## config.mk

```make
export PLATFORM = sky130hd
export DESIGN_NAME = stack_unit
export DESIGN_NICKNAME = d
export VERILOG_FILES = /design/src/rtl/stack_unit.sv
export SDC_FILE = /design/constraint.sdc
export NUM_CORES = 1
export LEC_CHECK = 0
export ABC_AREA = 0
export CORE_MARGIN = 2
export CORE_UTILIZATION = 40
export DETAILED_ROUTE_END_ITERATION = 10
export PLACE_DENSITY = 0.87
export SKIP_CTS_REPAIR_TIMING = 1
export SLEW_MARGIN = 15
export SYNTH_ARGS = -nofsm -noshare
export SYNTH_HDL_FRONTEND = slang
export SYNTH_SLANG_ARGS = --single-unit
```

## constraint.sdc

```tcl
create_clock -name clk -period 4.6 [get_ports clk]
set_input_delay 0.92 -clock clk [delete_from_list [all_inputs] [get_ports clk]]
set_output_delay 0.92 -clock clk [all_outputs]
set_load 0.01 [all_outputs]
```

## src/rtl/stack_unit.sv

```systemverilog
// Stack sequencer for MiniRISC: two-byte push/pop frames with SP ownership,
// return-value capture and sticky overflow/underflow detection.
module stack_unit #(
    parameter logic [7:0] SP_INIT      = 8'hFF,
    parameter logic [7:0] STACK_BOTTOM = 8'hE0
) (
    input  logic       clk,
    input  logic       rst_n,
    input  logic       initialize,
    input  logic       stack_op_ongoing,
    input  logic       push_or_pop,
    input  logic       bus_grant,
    input  logic [7:0] pc_in,
    input  logic [5:0] flags_in,
    input  logic [7:0] mem_din,
    output logic [7:0] stack_addr,
    output logic [7:0] stack_dout,
    output logic       stack_op_end,
    output logic [7:0] ret_pc,
    output logic [5:0] ret_flags,
    output logic [7:0] sp,
    output logic       stack_ovf,
    output logic       stack_unf
);

    localparam logic PUSH = 1'b0;
    localparam logic POP  = 1'b1;

    logic [7:0] sp_q;
    logic       phase_q;
    logic       dir_q;
    logic       err_q;
    logic [7:0] ret_pc_q;
    logic [5:0] ret_flags_q;
    logic       ovf_q;
    logic       unf_q;

    logic       dir;
    logic       is_pop;
    logic [7:0] sp_inc;
    logic [7:0] sp_dec;
    logic       err_now;
    logic       err;

    // Phase 1 uses the direction and error latched at the phase 0 grant.
    always_comb begin
        dir     = phase_q ? dir_q : push_or_pop;
        is_pop  = (dir == POP);
        sp_inc  = sp_q + 8'd1;
        sp_dec  = sp_q - 8'd1;
        err_now = is_pop ? (sp_q > (SP_INIT - 8'd2)) : (sp_q < (STACK_BOTTOM + 8'd1));
        err     = phase_q ? err_q : err_now;
    end

    always_comb begin
        stack_addr   = sp_q;
        stack_dout   = pc_in;
        stack_op_end = 1'b0;
        if (stack_op_ongoing) begin
            if (is_pop) begin
                stack_addr = sp_inc;
            end
            if (phase_q && !is_pop) begin
                stack_dout = {2'b00, flags_in};
            end
            stack_op_end = bus_grant & phase_q;
        end
    end

    always_ff @(posedge clk or negedge rst_n) begin
        if (!rst_n) begin
            sp_q        <= SP_INIT;
            phase_q     <= 1'b0;
            dir_q       <= PUSH;
            err_q       <= 1'b0;
            ret_pc_q    <= 8'h00;
            ret_flags_q <= 6'h00;
            ovf_q       <= 1'b0;
            unf_q       <= 1'b0;
        end else if (initialize) begin
            sp_q        <= SP_INIT;
            phase_q     <= 1'b0;
            dir_q       <= PUSH;
            err_q       <= 1'b0;
            ret_pc_q    <= 8'h00;
            ret_flags_q <= 6'h00;
            ovf_q       <= 1'b0;
            unf_q       <= 1'b0;
        end else if (!stack_op_ongoing) begin
            phase_q <= 1'b0;
        end else if (bus_grant) begin
            phase_q <= ~phase_q;
            if (!phase_q) begin
                dir_q <= push_or_pop;
                err_q <= err_now;
            end
            if (err) begin
                // Errored frame: SP and return registers stay put.
                if (is_pop) begin
                    unf_q <= 1'b1;
                end else begin
                    ovf_q <= 1'b1;
                end
            end else begin
                sp_q <= is_pop ? sp_inc : sp_dec;
                if (is_pop) begin
                    if (phase_q) begin
                        ret_pc_q <= mem_din;
                    end else begin
                        ret_flags_q <= mem_din[5:0];
                    end
                end
            end
        end
    end

    assign sp        = sp_q;
    assign ret_pc    = ret_pc_q;
    assign ret_flags = ret_flags_q;
    assign stack_ovf = ovf_q;
    assign stack_unf = unf_q;

endmodule

```

==> out/qor.csv <==
metric;value;unit
H-tree level count;1;
startpoint class of the critical path;input port;
proportion of synthesized chip area in sequential cells;41.0;%
Mapped Nets;200;
XOR/XNOR Fraction of Synth Area;5.24;%
met3 Use GR;4.38;%
multiplexer share of the synthesized area;14.3;%
TritonCTS sink count;27;
Routed WL per cell;14.0;microns
cell area after synthesis;1670;sq um
GR met2 Demand/Resource;29.9;%
minimum period implied by the final worst setup slack;3.87;ns
fraction of final layout cells with drive strength greater than 1;11.6;%
final weighted congestion in routability-driven placement;0.815;
Sequential Area;686;sq um
worst min path class;flip-flop to flip-flop;
required arrival time at the worst endpoint;3.68;ns
GR met1 Demand/Resource;22.2;%
gr usage total;17.4;%
total via count after detailed routing;1507;
smallest setup slack after layout;0.735;ns
clock buffers created by TritonCTS;3;
Total Die Area;4710;sq um
run status;complete, no violations;
clock tree from TritonCTS;done;
I/O pin total;69;
Worst path max stage delay;0.57;ns
startpoint of the lowest-slack register-to-register path;sp[0];
hold_sp;ret_flags[0];
placed instance count;278;
endpoint type of the worst setup path;output pin;
cell breakdown of the critical path;clkdlybuf4s50_1 > mux2i_1 > nor2b_1 > nand4_1 > nor2_1 > xor2_1 > clkdlybuf4s50_1;
most common library cell in the layout ignoring fill and taps;clkdlybuf4s50_1;
number of max-capacitance violations reported;0;
Worst path most repeated cell;clkdlybuf4s50_1;
Clk pin slew, worst setup/hold paths;0.09;ns
core box area;4000;sq um
largest family of logic cells by synthesized area;simple AND/OR/NAND/NOR gates;
Least-Margin Pin Slew;0.993;ns
maximum frequency from static timing analysis;259;MHz
clock latency on the worst-skew pair;0.28;ns
Hold Worst Slack;0.532;ns
Setup Viol. Count Final;0;
PortBufs;68;
remaining antenna violation count after routing;0;
worst setup skew after layout;0.00295;ns
global-route layer with the greatest usage;met2;
largest fanout on the critical path;4;
initial core utilization;41.8;%
Async S/R FF share, synth;100;%
category of the critical setup timing path;input port to output pin;
setup repair after global routing missed its margin;no;
CP Data Arrival Time;2.95;ns
post-synthesis to final-layout area growth;44.9;%
fraction of the mapped netlist area in adder cells;2.25;%
number of detailed-route iterations in the first pass;4;
die width;68.6;microns
number of distinct library cells after synthesis;41;
final worst-path cycle share;84.0;%
most instantiated flip-flop cell in the synthesis netlist;dfrtp_1;
most used cells in the layout excluding fill and tap cells;68 x clkdlybuf4s50_1, 22 x nor2_1, 19 x dfrtp_1;
maximum root-to-sink buffer count;2;
synthesized instance count;169;
vias in the first global route;1389;
pin count of the biggest net entering global routing;30;
overall routed net length;3.94;mm
synthesized area per cell;9.89;sq um
Worst path slowest cell;clkdlybuf4s50_1;
placed inst area;2380;sq um
Post-layout nets;264;
Non-Filler Cell Area, Final;2420;sq um
number of vias per cell after detailed routing;5.34;
count of state elements after synthesis;27;
worst slew margin relative to its limit;33.6;%
power per standard cell area;240;nW/um^2
DIE HEIGHT;68.6;microns
accumulated negative setup slack;0;ns
compound-cell area share of the yosys netlist;13.8;%
area share of and/or/nand/nor cells after synthesis;19.0;%
post-route DRC violation count;0;
initial antenna violation count;0;
Congestion Overflow GR;0;
total area of multi-input combinational cells;913;sq um
Leak Pwr;1.01;nW
number of flops mapped to enable cells by yosys;0;
total number of yosys warnings;0;
number of max-slew violations in the final report;0;
global-route wire length before repair;6.28;mm
number of placement rows;23;
final hold violations;0;
First DRT Iteration DRCs;44;
critical path launch point;push_or_pop;
number of standard cells in the final layout excluding fillers;282;
post-place setup slack;0.748;ns
number of fillers in the final layout;372;
half-perimeter wire length of the detailed placement result;2.87;mm
Antenna Cells;0;
Root Driver;clkbuf_8;
maximum vdd ir drop;144;uV
==> layer usage <==
metal  vias up  part of all wire, %
met5         -                    0
met2        67                   46
li1        721                    -
met4         0                 0.58
met3         4                   11
met1       715                   42
==> cell families (layout without fill, tap and decap cells) <==
logic type | Yosys count | after routing
simple gates | 61 | 61
fa+ha+maj | 3 | 3
flops | 27 | 27
buf+inv | 15 | 78
mux | 23 | 23
compound gates | 30 | 30
xor+xnor | 10 | 10
==> metrics by stage <==
stage / total power, mW / util (%)
floorplan: 0.361 / -
global placement: 0.443 / 59.4
detailed placement: 0.447 / 59.4
CTS: 0.586 / 60.6
global route: 0.609 / 60.6
finish: 0.580 / 60.6
==> cells in the mapped netlist (2+ instances only) <==
cell	n	area [sq um]
dfrtp_1	19	475
a31oi_1	2	12.5
nand2b_1	3	18.8
xor2_1	2	17.5
clkbuf_1	4	15.0
nand3_1	3	15.0
nand4_1	2	12.5
a21oi_1	8	40.0
xnor2_1	8	70.1
nor2b_1	3	18.8
nand4b_1	2	17.5
ha_1	3	37.5
mux2_2	7	78.8
o21bai_1	4	30.0
buf_2	7	35.0
and3_1	6	37.5
dfstp_2	8	210
nor2_1	22	82.6
nor3_1	2	10.0
nand2_1	9	33.8
o21ai_0	5	25.0
a211oi_1	3	22.5
and2_1	2	12.5
inv_1	3	11.3
mux2i_1	16	160
==> power breakdown <==
group	switching [mW]	internal [mW]
Clock	0.0769	0.0608
Combinational	0.0787	0.0993
Sequential	0.0151	0.249
Total	0.171	0.410
==> flip-flops by register name, indices dropped and copies added, names as in the netlist <==
signal and flops:
ret_flags 6, stack_unf 1, stack_ovf 1, dir_q 1
sp 8, phase_q 1, err_q 1, ret_pc 8
==> worst paths after layout <==
| path | end | slack, ns | depth (start not counted) |
|---|---|---|---|
| min | ret_flags[0] | 0.53 | 2 |
| min in group asynchronous | ret_pc[5] | 1.12 | 1 |
| max | stack_addr[7] | 0.73 | 7 |
| max in group asynchronous | ret_pc[4] | 2.83 | 2 |
| max reg2reg | sp[7] | 2.13 | 7 |
| min reg2reg | ret_flags[0] | 0.53 | 2 |
==> critical path: cells and delay by family <==
kind,cells,cell delay [ns]
simple gates,3,0.61
buf+inv,2,1.13
xor+xnor,1,0.16
mux,1,0.13
==> layout make-up <==
type / count / share of cell area, %
clock buffer: 3 / 1.70
clock inverter: 1 / 0.207
inverter: 3 / 0.465
multi-input combinational: 127 / 37.7
sequential: 27 / 28.3
tap: 50 / 2.58
timing repair buffer: 71 / 29.0
(Power assumes the default switching activity.)
